## config.mk

```make
export PLATFORM = sky130hd
export DESIGN_NAME = ps2_rx_frame_flat
export DESIGN_NICKNAME = d
export VERILOG_FILES = /design/src/rtl/ps2_pkg.sv /design/src/rtl/ps2_rx_frame_if.sv /design/src/rtl/ps2_line_filter.sv /design/src/rtl/ps2_rx_frame.sv /design/src/flat_wrapper.sv
export SDC_FILE = /design/constraint.sdc
export NUM_CORES = 1
export LEC_CHECK = 0
export CAP_MARGIN = 20
export CORE_MARGIN = 2
export CORE_UTILIZATION = 47
export DETAILED_ROUTE_END_ITERATION = 12
export PLACE_DENSITY = 0.69
export REMOVE_ABC_BUFFERS = 1
export SYNTH_ARGS = -nofsm -noshare
export SYNTH_HDL_FRONTEND = slang
export SYNTH_SLANG_ARGS = --single-unit
```

## constraint.sdc

```tcl
create_clock -name Clock_50 -period 1.9 [get_ports Clock_50]
set_clock_uncertainty 0.15 [all_clocks]
set_input_delay 0.38 -clock Clock_50 [delete_from_list [all_inputs] [get_ports Clock_50]]
set_output_delay 0.38 -clock Clock_50 [all_outputs]
set_load 0.03 [all_outputs]
```

## src/rtl/ps2_pkg.sv

```systemverilog
// Shared definitions for the PS/2 receive path: frame size, well-known
// scan-code prefixes, error codes and receiver FSM encoding.
package ps2_pkg;

  localparam int PS2_FRAME_BITS = 11;

  localparam logic [7:0] BREAK    = 8'hF0;
  localparam logic [7:0] EXTENDED = 8'hE0;

  typedef enum logic [1:0] {
    ERR_NONE    = 2'd0,
    ERR_PARITY  = 2'd1,
    ERR_STOP    = 2'd2,
    ERR_TIMEOUT = 2'd3
  } err_code_e;

  typedef enum logic [1:0] {
    ST_IDLE   = 2'd0,
    ST_DATA   = 2'd1,
    ST_PARITY = 2'd2,
    ST_STOP   = 2'd3
  } rx_state_e;

endpackage

```

## src/rtl/ps2_rx_frame_if.sv

```systemverilog
// PS/2 line inputs and decoded-byte outputs of the frame receiver.
// master: the receiver (samples the lines, drives the rx_* results).
// slave : the line driver / byte consumer.
interface ps2_rx_frame_if;
  logic       PS2_CLK;
  logic       PS2_DAT;
  logic [7:0] rx_data;
  logic       rx_valid;
  logic       rx_error;
  logic [1:0] rx_err_code;
  logic       rx_busy;

  modport master (
    input  PS2_CLK, PS2_DAT,
    output rx_data, rx_valid, rx_error, rx_err_code, rx_busy
  );

  modport slave (
    output PS2_CLK, PS2_DAT,
    input  rx_data, rx_valid, rx_error, rx_err_code, rx_busy
  );
endinterface

```

## src/rtl/ps2_line_filter.sv

```systemverilog
// One raw PS/2 line: 2-FF synchronizer followed by a persistence filter.
// The filtered value only follows the synchronized value once it has
// disagreed for FILTER_LEN consecutive cycles; any agreement restarts it.
module ps2_line_filter #(
  parameter int FILTER_LEN = 8
) (
  input  logic clk,
  input  logic rst,
  input  logic i_raw,
  output logic o_filt
);

  logic       r_sync1, r_sync2;
  logic [7:0] r_cnt;
  logic       r_filt;

  // Metastability guard; idle PS/2 lines are high.
  always_ff @(posedge clk) begin
    if (rst) begin
      r_sync1 <= 1'b1;
      r_sync2 <= 1'b1;
    end else begin
      r_sync1 <= i_raw;
      r_sync2 <= r_sync1;
    end
  end

  // Count disagreeing samples; flip the filtered value on the last one.
  always_ff @(posedge clk) begin
    if (rst) begin
      r_cnt  <= '0;
      r_filt <= 1'b1;
    end else if (r_sync2 == r_filt) begin
      r_cnt  <= '0;
    end else if (r_cnt == 8'(FILTER_LEN - 1)) begin
      r_cnt  <= '0;
      r_filt <= r_sync2;
    end else begin
      r_cnt  <= r_cnt + 8'd1;
    end
  end

  assign o_filt = r_filt;

endmodule

```

## src/rtl/ps2_rx_frame.sv

```systemverilog
// PS/2 device-to-host frame receiver in the Clock_50 domain.
// Filters both lines, detects filtered PS2_CLK falling edges and assembles
// start/8 data/odd parity/stop frames into single-cycle byte strobes.
// Optional: define PS2_RX_TIMEOUT_EN to abort frames whose clock stalls
// for TIMEOUT_CYCLES cycles (reported as error code 3).
module ps2_rx_frame
  import ps2_pkg::*;
#(
  parameter int FILTER_LEN     = 8,
  parameter int TIMEOUT_CYCLES = 100000
) (
  input  logic          Clock_50,
  input  logic          Reset,
  ps2_rx_frame_if.master bus
);

  if (FILTER_LEN < 2 || FILTER_LEN > 255) begin : g_bad_filter_len
    $error("ps2_rx_frame: FILTER_LEN must be in 2..255");
  end
  if (TIMEOUT_CYCLES < 2) begin : g_bad_timeout
    $error("ps2_rx_frame: TIMEOUT_CYCLES must be at least 2");
  end

  logic      w_clk_f, w_dat_f, w_fall, w_timeout;
  logic      r_clk_prev;
  rx_state_e r_state, w_next;
  logic      w_deliver, w_reject;
  err_code_e w_code;

  logic [3:0] r_bit_cnt;
  logic [7:0] r_shreg;
  logic       r_parity;
  logic [7:0] r_data;
  logic       r_valid, r_error;
  err_code_e  r_code;

  ps2_line_filter #(.FILTER_LEN(FILTER_LEN)) u_clk_filt (
    .clk(Clock_50), .rst(Reset), .i_raw(bus.PS2_CLK), .o_filt(w_clk_f)
  );

  ps2_line_filter #(.FILTER_LEN(FILTER_LEN)) u_dat_filt (
    .clk(Clock_50), .rst(Reset), .i_raw(bus.PS2_DAT), .o_filt(w_dat_f)
  );

  // Previous filtered clock, for the one-cycle falling-edge event.
  always_ff @(posedge Clock_50) begin
    if (Reset) r_clk_prev <= 1'b1;
    else       r_clk_prev <= w_clk_f;
  end

  assign w_fall = r_clk_prev & ~w_clk_f;

`ifdef PS2_RX_TIMEOUT_EN
  localparam int TMO_W = $clog2(TIMEOUT_CYCLES + 1);
  logic [TMO_W-1:0] r_tmo_cnt;

  // A fall in the expiry cycle wins, so the timeout is masked by w_fall.
  assign w_timeout = (r_state != ST_IDLE) && !w_fall &&
                     (r_tmo_cnt == TMO_W'(TIMEOUT_CYCLES - 1));

  // Cycles since the last fall while a frame is open.
  always_ff @(posedge Clock_50) begin
    if (Reset || w_fall || w_timeout || r_state == ST_IDLE) r_tmo_cnt <= '0;
    else                                                   r_tmo_cnt <= r_tmo_cnt + 1'b1;
  end
`else
  assign w_timeout = 1'b0;
`endif

  // FSM state register.
  always_ff @(posedge Clock_50) begin
    if (Reset) r_state <= ST_IDLE;
    else       r_state <= w_next;
  end

  // Next state plus the end-of-frame verdict.
  always_comb begin
    w_next    = r_state;
    w_deliver = 1'b0;
    w_reject  = 1'b0;
    w_code    = ERR_NONE;
    unique case (r_state)
      ST_IDLE:   if (w_fall && !w_dat_f) w_next = ST_DATA;
      ST_DATA:   if (w_fall && r_bit_cnt == 4'd7) w_next = ST_PARITY;
      ST_PARITY: if (w_fall) w_next = ST_STOP;
      ST_STOP: begin
        if (w_fall) begin
          w_next = ST_IDLE;
          if (^{r_shreg, r_parity} != 1'b1) begin
            w_reject = 1'b1;
            w_code   = ERR_PARITY;
          end else if (!w_dat_f) begin
            w_reject = 1'b1;
            w_code   = ERR_STOP;
          end else begin
            w_deliver = 1'b1;
          end
        end
      end
      default: w_next = ST_IDLE;
    endcase
    if (w_timeout) begin
      w_next   = ST_IDLE;
      w_reject = 1'b1;
      w_code   = ERR_TIMEOUT;
    end
  end

  // Bit capture and registered result outputs.
  always_ff @(posedge Clock_50) begin
    if (Reset) begin
      r_bit_cnt <= '0;
      r_shreg   <= '0;
      r_parity  <= 1'b0;
      r_data    <= '0;
      r_valid   <= 1'b0;
      r_error   <= 1'b0;
      r_code    <= ERR_NONE;
    end else begin
      r_valid <= w_deliver;
      r_error <= w_reject;
      if (w_reject)  r_code <= w_code;
      if (w_deliver) r_data <= r_shreg;
      if (w_timeout) begin
        r_shreg <= '0;
      end else if (w_fall) begin
        unique case (r_state)
          ST_IDLE:   if (!w_dat_f) r_bit_cnt <= '0;
          ST_DATA: begin
            r_shreg   <= {w_dat_f, r_shreg[7:1]};
            r_bit_cnt <= r_bit_cnt + 4'd1;
          end
          ST_PARITY: r_parity <= w_dat_f;
          default: ;
        endcase
      end
    end
  end

  assign bus.rx_data     = r_data;
  assign bus.rx_valid    = r_valid;
  assign bus.rx_error    = r_error;
  assign bus.rx_err_code = r_code;
  assign bus.rx_busy     = (r_state != ST_IDLE);

endmodule
```

## src/flat_wrapper.sv

```systemverilog
// flat-port wrapper written by rule: the top's interface ports become plain ports
module ps2_rx_frame_flat import ps2_pkg::*;
#(
  parameter int FILTER_LEN     = 8,
  parameter int TIMEOUT_CYCLES = 100000
)
  (Clock_50, Reset, bus_PS2_CLK, bus_PS2_DAT, bus_rx_data, bus_rx_valid, bus_rx_error, bus_rx_err_code, bus_rx_busy);
  ps2_rx_frame_if bus_i ();
  input  logic Clock_50;
  input  logic Reset;
  input wire logic [$bits(bus_i.PS2_CLK)-1:0] bus_PS2_CLK;
  input wire logic [$bits(bus_i.PS2_DAT)-1:0] bus_PS2_DAT;
  output wire logic [$bits(bus_i.rx_data)-1:0] bus_rx_data;
  output wire logic [$bits(bus_i.rx_valid)-1:0] bus_rx_valid;
  output wire logic [$bits(bus_i.rx_error)-1:0] bus_rx_error;
  output wire logic [$bits(bus_i.rx_err_code)-1:0] bus_rx_err_code;
  output wire logic [$bits(bus_i.rx_busy)-1:0] bus_rx_busy;
  assign bus_i.PS2_CLK = bus_PS2_CLK;
  assign bus_i.PS2_DAT = bus_PS2_DAT;
  assign bus_rx_data = bus_i.rx_data;
  assign bus_rx_valid = bus_i.rx_valid;
  assign bus_rx_error = bus_i.rx_error;
  assign bus_rx_err_code = bus_i.rx_err_code;
  assign bus_rx_busy = bus_i.rx_busy;
  ps2_rx_frame #(.FILTER_LEN(FILTER_LEN), .TIMEOUT_CYCLES(TIMEOUT_CYCLES)) u_core (.Clock_50(Clock_50), .Reset(Reset), .bus(bus_i));
endmodule
```

==> out/summary.txt <==
Outcome -> complete, no violations
Syn_area_per_cell -> 9.458 sq um
Core box area -> 4384 sq um
Remaining global-route overflow -> 0
Worst slack, placed -> 0.02317 ns
Count of fill cells added during filler insertion -> 399
Worst setup margin -> 0.03059 ns
Number of buffer cells added on primary ports -> 16
Fmax -> 534.9 MHz
Relative contribution of combinational cells to total power -> 0.136
Critical path endpoint category -> flop
Relative contribution of sequential cells to total power -> 0.569
Placed Instance Area -> 2449 sq um
Tmin final -> 1.869 ns
Antenna violations before repair -> 0
Post-synthesis register bit count -> 50
Initial Utilization -> 0.4897
Count of endpoints failing hold in the final timing report -> 0
Post-route clock period utilization -> 0.9839
Number of slew-limit violations in the final report -> 0
Worst voltage drop across the vdd grid -> 484.2 uV
Die Footprint -> 5125 sq um
Maximum fanout count along the critical path -> 9
Total clock buffers created by CTS -> 5
Iteration-0 DRC Markers -> 59
Required time of the critical path -> 1.97 ns
Number of DRC violations after detailed routing -> 0
Yosys warning count -> 0
Final Net Count -> 266
Routability congestion estimate -> 0.7756
Setup repair after global routing missed its margin -> yes
Proportion of synthesized chip area in sequential cells -> 0.4662
Synthesis-to-finish area growth -> 18.07%
HPWL reported at the end of detailed placement -> 2582 um
Distinct cell type count after synthesis -> 36
Die Width -> 71.59 um
Gate Count Post-Synth -> 227
Clock latency on the worst-skew pair -> 0.29 ns
Number of synthesized flops with an enable pin -> 0
Main flop type after synthesis -> sky130_fd_sc_hd__dfxtp_1
Number of buffers inserted to repair setup after CTS -> 0
First-pass iteration count of the detailed router -> 6
Category of the critical setup timing path -> flop to flop
Core Rows -> 24
Total routing resource utilization after global routing -> 0.1602
Slew at the pin with the worst max-slew slack -> 0.3694 ns
DR vias/cell -> 4.958
Clock transition at the register clock pins on the worst setup and hold paths after CTS -> 0.08 ns
Number of nets with antenna violations after routing -> 0
Number of clock sinks -> 50
Switching fraction of total power -> 0.2541
Worst reg2reg path depth -> 5
Clock Power Share -> 0.295
Maximum number of pins on one net before global-route repair -> 23
Final instance area -> 2535 sq um
Netlist area before placement -> 2147 sq um
Layout cell share with drive strength beyond 1 -> 0.1373
Die Height -> 71.59 um
Switching power summed over all nets -> 0.0004838 W
Worst slew margin relative to its limit -> 0.7533
Post-synthesis async set-or-reset flop share -> 0
Startpoint types -> flop
Top-level port count -> 17
Number of global-route vias before repair -> 1501
Detailed-route wire length -> 3591 um
Max-capacitance violation count -> 0
Hold Path Stages -> 1
Level count of the clock H-tree -> 2
Internal power component -> 0.001420 W
Pwr Density -> 751.0 nW/um^2
Number of antenna cells inserted -> 0
Most common cell after layout, fill and taps aside -> sky130_fd_sc_hd__dfxtp_1
HP Class -> flop to flop
Static leakage -> 1.068 nW
First-pass GRT wire length -> 6458 um
Average wire per standard cell -> 11.70 um
Overall via count from detail_route -> 1522
Clock tree from TritonCTS -> yes
Top library cells by usage in the layout, fill and taps aside -> 48 x sky130_fd_sc_hd__dfxtp_1, 29 x sky130_fd_sc_hd__nand2_1, 28 x sky130_fd_sc_hd__nor2_1
Final setup fails -> 0
Number of buffers between clock root and the deepest sink -> 2
Clk Tree Root Cell -> sky130_fd_sc_hd__clkbuf_8
CP arrival -> 1.94 ns
==> repair_timing <==
action                     4_1_cts  5_1_grt
hold buffers                     0        0
gates resized for setup          0        4
setup endpoints to repair        0       11
==> power groups by stage <==
| stage | clock network (W) | logic, W | registers (W) |
|---|---|---|---|
| 6_report | 0.000562 | 0.000258 | 0.00108 |
| 3_3_place_gp | 0 | 0.000253 | 0.00110 |
| 2_1_floorplan | 0 | 0.000188 | 0.00110 |
| 4_1_cts | 0.000591 | 0.000259 | 0.00108 |
| 3_5_place_dp | 0 | 0.000258 | 0.00111 |
| 5_1_grt | 0.000630 | 0.000294 | 0.00109 |
==> metrics by stage <==
step / setup TNS (ns) / cells / utilization / hold WS [ns] / total power [W]
floorplan: -0.2595 / 218 / - / 0.2395 / 0.001290
global placement: 0 / 300 / 0.5585 / 0.2450 / 0.001357
detailed placement: 0 / 300 / 0.5585 / 0.2432 / 0.001363
CTS: 0 / 307 / 0.5765 / 0.2639 / 0.001931
global route: -0.1014 / 307 / 0.5782 / 0.2794 / 0.002009
finish: 0 / 307 / 0.5782 / 0.2614 / 0.001904
==> final cells by class <==
class                           instances  area, sq um  share of cell area
Clock buffer                            5        68.82             0.02715
Clock inverter                          2        10.01            0.003949
Inverter                                6        22.52            0.008885
Multi-Input combinational cell        162         1085              0.4279
Sequential cell                        50         1003              0.3959
Tap cell                               52        65.06             0.02567
Timing Repair Buffer                   30        280.3              0.1106
==> cell usage after synthesis (6+ instances only) <==
library cell	n	area share
sky130_fd_sc_hd__inv_1	6	0.010
sky130_fd_sc_hd__nor2_1	28	0.049
sky130_fd_sc_hd__nand2_1	29	0.051
sky130_fd_sc_hd__xnor2_1	6	0.024
sky130_fd_sc_hd__clkbuf_1	7	0.012
sky130_fd_sc_hd__ha_1	7	0.041
sky130_fd_sc_hd__xor2_1	12	0.049
sky130_fd_sc_hd__dfxtp_1	50	0.47
sky130_fd_sc_hd__or2_2	7	0.020
sky130_fd_sc_hd__a21oi_1	6	0.014
sky130_fd_sc_hd__nand3_1	10	0.023
sky130_fd_sc_hd__mux2i_1	20	0.093
==> logic make-up after synthesis <==
logic type               Yosys count  synth area share
buffers and inverters             15           0.02856
AND/OR/NAND/NOR                   96            0.2104
flip-flops                        50            0.4662
XOR/XNOR                          20           0.09440
AO/OA/AOI/OAI                     18           0.05595
adder cells (fa/ha/maj)            7           0.04079
multiplexers                      21            0.1037
==> per-layer routing <==
layer	up-vias	global-route usage	wire length [um]
li1	808	-	-
met1	696	0.2038	1791
met2	14	0.2582	1642
met3	4	0.04501	107
met4	0	0.06289	49
met5	-	0	0
==> registers in the layout, summed over array words and instances (netlist names) <==
register                   flops
u_core.r_bit_cnt               4
u_core.u_clk_filt.r_sync1      1
u_core.r_state                 2
u_core.r_parity                1
u_core.u_clk_filt.o_filt       1
u_core.bus.rx_error            1
u_core.u_clk_filt.r_sync2      1
u_core.r_clk_prev              1
u_core.bus.rx_valid            1
u_core.bus.rx_err_code         2
u_core.u_dat_filt.r_cnt        8
u_core.bus.rx_data             8
u_core.u_dat_filt.o_filt       1
u_core.u_dat_filt.r_sync2      1
u_core.r_shreg                 8
u_core.u_dat_filt.r_sync1      1
u_core.u_clk_filt.r_cnt        8
==> worst max-delay path: stages, from the launching register on <==
cell and delay (ns):
sky130_fd_sc_hd__dfxtp_2 0.33, sky130_fd_sc_hd__xnor3_1 0.39, sky130_fd_sc_hd__or3b_4 0.41, sky130_fd_sc_hd__mux2i_4 0.17, sky130_fd_sc_hd__buf_12 0.16, sky130_fd_sc_hd__mux2i_1 0.19
==> path summary, 6_finish.rpt <==
path                        startpoint                        end  slack, ns
max                  u_core.r_shreg[7]      u_core.bus.rx_data[0]       0.03
min          u_core.u_dat_filt.r_sync1  u_core.u_dat_filt.r_sync2       0.26
max reg2reg          u_core.r_shreg[7]      u_core.bus.rx_data[0]       0.03
min reg2reg  u_core.u_dat_filt.r_sync1  u_core.u_dat_filt.r_sync2       0.26
No activity file was read; power rests on OpenSTA's default activity.
